File: src/rtl/display_scan_ctrl_pkg.sv
// Purpose : shared constants and the leading-zero helper for the display scan controller.
// Latency : n/a (declarations only).
// Backpressure: n/a.
package display_scan_ctrl_pkg;

  localparam int NUM_DIGITS = 4;
  localparam int DIGIT_W    = 4;
  localparam int DISP_W     = NUM_DIGITS * DIGIT_W;
  localparam int SEL_W      = $clog2(NUM_DIGITS);

  // True when digit 'sel' and every more-significant digit of 'd' are zero.
  // Digit 0 always reports false so an all-zero value still shows one "0".
  function automatic logic is_lead_zero(input logic [DISP_W-1:0] d,
                                        input logic [SEL_W-1:0]  sel);
    logic z;
    z = (sel != '0);
    for (int k = 0; k < NUM_DIGITS; k++) begin
      if (k >= int'(sel) && d[k*DIGIT_W +: DIGIT_W] != '0) begin
        z = 1'b0;
      end
    end
    return z;
  endfunction

endpackage

File: src/rtl/display_scan_ctrl_refresh_prescaler.sv
// Purpose : free-running 0..DIV-1 counter that marks the last cycle of each digit slot.
// Latency : tc is combinational from the registered count (asserted during count DIV-1).
// Backpressure: enable=0 freezes the count and suppresses tc.
//
// Ports:
//   clk     in  system clock
//   rst_n   in  synchronous reset, active-low
//   enable  in  1 = count, 0 = hold
//   tc      out high for the one cycle in which the count sits at DIV-1 (enabled)
module refresh_prescaler #(
  parameter int DIV = 100000
) (
  input  logic clk,
  input  logic rst_n,
  input  logic enable,
  output logic tc
);

  localparam int CNT_W = (DIV > 1) ? $clog2(DIV) : 1;
  localparam logic [CNT_W-1:0] LAST = CNT_W'(DIV - 1);

  logic [CNT_W-1:0] cnt;

  assign tc = enable && (cnt == LAST);

  always_ff @(posedge clk) begin
    if (!rst_n) begin
      cnt <= '0;
    end else if (enable) begin
      cnt <= tc ? '0 : cnt + CNT_W'(1);
    end
  end

endmodule

File: src/rtl/display_scan_ctrl.sv
// Purpose : 4-digit 7-segment scan controller; frame-aligned value updates, digit select, blanking.
// Latency : select/digit_tick/frame_done one cycle after terminal count; load -> bin <= 1 frame + 1 slot.
// Backpressure: none; enable=0 freezes scanning but load is still captured.
//
// Ports:
//   clk, rst_n   clock and synchronous active-low reset
//   enable       run the scan (0 = prescaler, select and disp hold)
//   value, load  16-bit display value and its 1-cycle capture strobe
//   lz_blank_en  flag leading-zero digits on blank
//   bin, select  current nibble and digit index (0 = rightmost)
//   blank        current digit is a leading zero
//   digit_tick   pulse when select advances
//   frame_done   pulse when select wraps 3 -> 0
module display_scan_ctrl
  import display_scan_ctrl_pkg::*;
#(
  parameter int REFRESH_DIV = 100000
) (
  input  logic               clk,
  input  logic               rst_n,
  input  logic               enable,
  input  logic [DISP_W-1:0]  value,
  input  logic               load,
  input  logic               lz_blank_en,
  output logic [DIGIT_W-1:0] bin,
  output logic [SEL_W-1:0]   select,
  output logic               blank,
  output logic               digit_tick,
  output logic               frame_done
);

  logic              tc;
  logic              boundary;
  logic [SEL_W-1:0]  sel_q;
  logic [DISP_W-1:0] shadow;
  logic [DISP_W-1:0] disp;
  logic              pending;

  refresh_prescaler #(
    .DIV (REFRESH_DIV)
  ) u_prescaler (
    .clk    (clk),
    .rst_n  (rst_n),
    .enable (enable),
    .tc     (tc)
  );

  // Last cycle of the last digit slot: the only point disp may change.
  assign boundary = tc && (sel_q == SEL_W'(NUM_DIGITS - 1));

  always_ff @(posedge clk) begin
    if (!rst_n) begin
      sel_q      <= '0;
      shadow     <= '0;
      disp       <= '0;
      pending    <= 1'b0;
      digit_tick <= 1'b0;
      frame_done <= 1'b0;
    end else begin
      digit_tick <= tc;
      frame_done <= boundary;
      if (tc) begin
        sel_q <= sel_q + SEL_W'(1);
      end
      // A load landing on the boundary goes straight to disp rather than
      // waiting out a whole frame in the shadow register.
      if (boundary && load) begin
        disp    <= value;
        shadow  <= value;
        pending <= 1'b0;
      end else if (boundary && pending) begin
        disp    <= shadow;
        pending <= 1'b0;
      end else if (load) begin
        shadow  <= value;
        pending <= 1'b1;
      end
    end
  end

  assign select = sel_q;
  assign bin    = disp[DIGIT_W*sel_q +: DIGIT_W];
  assign blank  = lz_blank_en && is_lead_zero(disp, sel_q);

endmodule

File: config.mk
export PLATFORM = sky130hd
export DESIGN_NAME = display_scan_ctrl
export DESIGN_NICKNAME = d
export VERILOG_FILES = /design/src/rtl/display_scan_ctrl_pkg.sv /design/src/rtl/display_scan_ctrl_refresh_prescaler.sv /design/src/rtl/display_scan_ctrl.sv
export SDC_FILE = /design/constraint.sdc
export NUM_CORES = 1
export LEC_CHECK = 0
export CAP_MARGIN = 25
export CORE_MARGIN = 2
export CORE_UTILIZATION = 45
export CTS_BUF_LIST = sky130_fd_sc_hd__clkbuf_16
export CTS_CLUSTER_DIAMETER = 40
export DETAILED_ROUTE_END_ITERATION = 16
export DONT_BUFFER_PORTS = 1
export PLACE_DENSITY = 0.71
export SLEW_MARGIN = 15
export SYNTH_ARGS = -nofsm -noshare
export SYNTH_HDL_FRONTEND = slang
export SYNTH_SLANG_ARGS = --single-unit
File: constraint.sdc
create_clock -name clk -period 2.3 [get_ports clk]
set_input_delay 0.115 -clock clk [delete_from_list [all_inputs] [get_ports clk]]
set_output_delay 0.115 -clock clk [all_outputs]
set_load 0.005 [all_outputs]
Yosys cells after proc, flatten, opt, wreduce, memory -nomap -nowiden

Index checks and enable logic that the tools add are counted.

Output and inout bits: 9
Bits of input ports: 21
Register bits: 54

Reductions and logical operators: 17
$add $sub $neg: 2
Eq/ne operators: 3
Shift operators: 1
Bitwise logic cells: 1
$lt $le $gt $ge: 3
Multiplexer cells: 10

Operators by type and width:

| kind                                                                  | count |
|---|---|
| 16-bit 2-to-1 mux                                                     | 5 |
| 17-bit by 1-bit adder with 17-bit output (second input constant)      | 1 |
| 17-bit == test (second input constant)                                | 1 |
| 17-bit 2-to-1 mux                                                     | 1 |
| 4-bit nonzero test                                                    | 4 |
| 16-bit by 5-bit variable part select with 4-bit output                | 1 |
| 1-bit logical AND                                                     | 8 |
| 2-bit nonzero test                                                    | 3 |
| 1-bit by 2-bit >= comparator with 1-bit output (first input constant) | 2 |
| 1-bit 2-to-1 mux                                                      | 4 |
| 3-bit OR reduction                                                    | 1 |
| 2-bit by 1-bit adder with 2-bit output (second input constant)        | 1 |
| 2-bit == test (second input constant)                                 | 1 |
| 2-bit >= comparator (first input constant)                            | 1 |
| 2-bit != test (second input constant)                                 | 1 |
| 2-bit AND reduction                                                   | 1 |
| 1-bit NOT                                                             | 1 |

Depth between registers and ports, before layout

Depth in word-level cells: 7
Gate-level depth with buffers: 6
Gate-level depth less buffers: 5

Modules after synthesis

A second synthesis with hierarchy kept.

Cells, all modules: 234
Area, all modules: 2467.4 um^2

By module, submodules not included:

| module            | seq. area each (um^2) | area each (um^2) | cells each | times used |
|---|---|---|---|---|
| display_scan_ctrl | 740.7                 | 1552.7           | 137        | 1 |
| refresh_prescaler | 340.3                 | 914.6            | 97         | 1 |

Least setup slack after synthesis

No wires, ideal clock.

Kind: flip-flop to flip-flop
Start: register u_prescaler.cnt[0]
End: register disp[10]
Data arrival time: 2.091 ns
Buffers on the path: 1
Stages on the path, launching flop included: 7
Library setup time: 0.121 ns
Clock period less this slack: 2.212 ns
Path slack: 0.088 ns
Data required time: 2.179 ns
Cells stage by stage: dfxtp_1 ha_1 inv_1 or4_4 nor3_4 buf_12 mux2_4

Longest elaborated chain between the ends: 5

Ends and longest elaborated chain:

| element                                                 | RTL line                                         | source |
|---|---|---|
| start: declaration                                      | display_scan_ctrl_refresh_prescaler.sv:22        | `logic [CNT_W-1:0] cnt;` |
| start signal: assignment                                | display_scan_ctrl_refresh_prescaler.sv:30        | `cnt <= tc ? '0 : cnt + CNT_W'(1);` |
| 17-bit == test *                                        | display_scan_ctrl_refresh_prescaler.sv:24        | `assign tc = enable && (cnt == LAST);` |
| 1-bit logical AND *                                     | display_scan_ctrl_refresh_prescaler.sv:24        |  |
| 1-bit logical AND *                                     | display_scan_ctrl.sv:49                          | `assign boundary = tc && (sel_q == SEL_W'(NUM_DIGITS - 1));` |
| 1-bit logical AND, on equally long branches             | display_scan_ctrl.sv:67, display_scan_ctrl.sv:71 |  |
| 16-bit 2-to-1 mux or 2-bit nonzero test (tied branches) | n/a                                              |  |
| end signal: assignment                                  | display_scan_ctrl.sv:68                          | `disp <= value;` |
| end signal: assignment                                  | display_scan_ctrl.sv:72                          | `disp <= shadow;` |
| end: declaration                                        | display_scan_ctrl.sv:36                          | `logic [DISP_W-1:0] disp;` |

Every way passes the cells marked *; elsewhere a longest branch is shown, timed or not.
A chain may end at the register's enable or synchronous reset.

Final worst setup path

Start: register u_prescaler.cnt[1]
End: register disp[3]

The elaborated chain is that of the path after synthesis.

==> metrics <==
number of antenna violations at the first check in global routing 0; final total negative setup slack 0 ps; overflow left after global routing 0; count of unique library cells instantiated by Yosys 41; most numerous cell in the Yosys netlist sky130_fd_sc_hd__dfxtp_1; area grow syn2layout 11.56%; Post-DRT Antenna Nets 0; Detailed Route WL 4.832 mm; Via-to-Cell Ratio 5.234; H-tree depth 2; worst-path cell chain ha_1 -> inv_1 -> or4_4 -> nor3_4 -> buf_12 -> mux2_2; dominant register cell in the synthesized netlist sky130_fd_sc_hd__dfxtp_1; crit path DAT 2300 ps; Tightest Hold Check Type primary input to flip-flop; IR Drop Worst-Case VDD 0.0005063 V; number of register bits inferred by synthesis 54; maximum achievable frequency 0.4704 GHz; largest cells by area after synthesis sky130_fd_sc_hd__dfxtp_1 (43%), sky130_fd_sc_hd__mux2i_1 (6.8%), sky130_fd_sc_hd__mux2_4 (6.0%); # rows 27; Post-Layout Cell Count roughly 320; max-capacitance violation count 0; share of the yosys chip area belonging to registers between 40% and 50%; async set-or-reset flop fraction in the synthesized netlist 0%; Synth Warn # 0; reported leakage power 1.077 nW; post-cts gate resize count 0; critical-path cell with the highest stage delay sky130_fd_sc_hd__or4_4; final period utilization slightly above 90%; starting DRC count in detailed routing 86; sw frac 18.81%; global router's overall resource usage 16.73%; synthesized area 2500 sq um; placer congestion estimate 0.8407; Die Span Y around 79 um; effective utilization at floorplan 45.96%; area share of the leading cell type in the synthesized netlist 43.24%; global-route wire length before repair about 8.0 mm; # setup viols final 0; number of hold-slack violations in the final timing report 0; power density cells around 660 nW/um^2; Skew-Pair Late Insertion Delay 280 ps; CP max stage delay 570 ps; actual slew at the worst max-slew pin 610.4 ps; number of buffers created by CTS 5; wire per inst 15.29 um; hold slack 5.180 ps; number of global-route vias before repair 1625; TritonCTS clock tree yes; total inserted antenna cells 0; count of buffers from port buffering 0; type of origin of the critical path flip-flop; switching pwr 0.3476 mW; top cell type by total area after synthesis sky130_fd_sc_hd__dfxtp_1; clock share of power around 44%; final setup skew 5.173 ps; final net count 268; CTS root buffer sky130_fd_sc_hd__clkbuf_16; largest net degree at the start of global routing 27; clk sink count 54; clock slew at reported path FFs 60 ps; placed instance count 303; Die X-Extent 78.54 um; Pre-antenna DRT Iters 4; via count 1654; internal power consumption about 1.5 mW; portion of total power attributed to sequential cells between 50% and 60%; share of total power in combinational logic 3.8%; clock period minus worst slack 2126 ps; Fillers 481; status completed; DIE AREA 6168 sq um; number of standard cells after synthesis between 200 and 250; sequential cell area between 1000 and 1500 sq um; unrepaired setup endpoints after global routing false; overall power after layout 1.848 mW; top cells by instance count after synthesis sky130_fd_sc_hd__dfxtp_1 (54), sky130_fd_sc_hd__mux2i_1 (17), sky130_fd_sc_hd__nor2_1 (15); Synthesized Nets 261; Final Util 51.28%; total area of multi-input combinational cells between 1000 and 1500 sq um; detailed placement HPWL 3.125 mm; detailed-route DRC error count 0; number of synthesized flops with an enable pin 0; final count of pins violating max slew 0; layout cells sized above 1 21.72%; deepest clock path buffer count 2; worst relative slew slack 59.17%; Post-Synthesis Mean Instance Area 10.59 sq um; Floorplan Core Area 5439 sq um; ports placed on the boundary 30; CP max FO 15; crit path kind flip-flop to flip-flop; # hold bufs at CTS 5; required time of the worst setup path approximately 2500 ps; CP Capture Type flip-flop; number of buffers added for setup after CTS 0
## routing by layer
metal  GRT usage (%)  share of wire [%]  wire length [um]
met1           22.58                 50              2415
met3           4.253                3.4               164
met2           25.90                 45              2177
met5               0                  0                 0
met4           5.965                1.5                74
## path summary, 6_finish.rpt
check                      from                 end  slack (ps)  depth (start not counted)
min                      enable  u_prescaler.cnt[0]           5                          2
max reg2reg  u_prescaler.cnt[1]             disp[3]         170                          6
max          u_prescaler.cnt[1]             disp[3]         170                          6
min reg2reg          shadow[13]          shadow[13]         480                          2
## worst max-delay path, delay by kind of cell (launching register included)
family                     cells  cell delay (ps)
DFF                            1              430
adders and majority gates      1              200
and+or+nand+nor                2              780
muxes                          1              340
buffers and inverters          2              260
## final cells by class
class / instances / share of cell area, %
clock buffer: 5 / 4.486
multi-input combinational: 167 / 47.78
sequential: 54 / 38.76
inverter: 4 / 0.5384
clock inverter: 3 / 1.346
timing repair buffer: 11 / 3.858
tap: 72 / 3.230
## power groups by stage
stage                     clock network, mW  logic (mW)  registers (mW)
after CTS                             0.827      0.0720           0.964
final                                 0.813      0.0711           0.964
after floorplan                           0      0.0625           0.984
after global placement                    0      0.0567           0.984
after detailed placement                  0      0.0576           0.985
after global routing                  0.860      0.0794           0.966
## per-stage QoR
step	area, sq um	worst slack, ps
floorplan	2500	87.92
global placement	2576	248.3
detailed placement	2576	200.8
CTS	2789	168.1
global route	2789	49.36
finish	2789	174.1
## registers in the layout (all words and copies together) (netlist names)
register	cells
disp	16
frame_done	1
digit_tick	1
select	2
shadow	16
pending	1
u_prescaler.cnt	17
## logic make-up (layout without fill, tap and decap cells)
logic type | after synthesis | count (layout) | share of synthesized area [%]
fa+ha+maj | 4 | 4 | 2.002
flops | 54 | 54 | 43.24
simple gates | 100 | 100 | 24.93
buf+inv | 15 | 23 | 3.453
xor+xnor | 13 | 13 | 4.555
compound gates | 14 | 14 | 3.153
mux | 36 | 36 | 18.67
## layout by cell type (no fill, tap or decap), types with 3 or more instances in the layout
cell type / count
sky130_fd_sc_hd__a21oi_1: 5
sky130_fd_sc_hd__and2_1: 7
sky130_fd_sc_hd__and2_2: 9
sky130_fd_sc_hd__and2b_2: 7
sky130_fd_sc_hd__buf_4: 5
sky130_fd_sc_hd__clkbuf_16: 5
sky130_fd_sc_hd__dfxtp_1: 54
sky130_fd_sc_hd__dlygate4sd3_1: 5
sky130_fd_sc_hd__ha_1: 4
sky130_fd_sc_hd__inv_1: 6
sky130_fd_sc_hd__mux2_2: 5
sky130_fd_sc_hd__mux2_4: 10
sky130_fd_sc_hd__mux2i_1: 17
sky130_fd_sc_hd__mux4_2: 4
sky130_fd_sc_hd__nand2_1: 12
sky130_fd_sc_hd__nand3_1: 8
sky130_fd_sc_hd__nand3b_1: 3
sky130_fd_sc_hd__nand4_1: 5
sky130_fd_sc_hd__nor2_1: 15
sky130_fd_sc_hd__nor2b_1: 8
sky130_fd_sc_hd__nor3_1: 4
sky130_fd_sc_hd__nor4_1: 8
sky130_fd_sc_hd__o21ai_0: 5
sky130_fd_sc_hd__or3_1: 3
sky130_fd_sc_hd__xnor2_1: 7
sky130_fd_sc_hd__xor2_1: 6
Note: power is estimated with default switching activity, not from simulation.
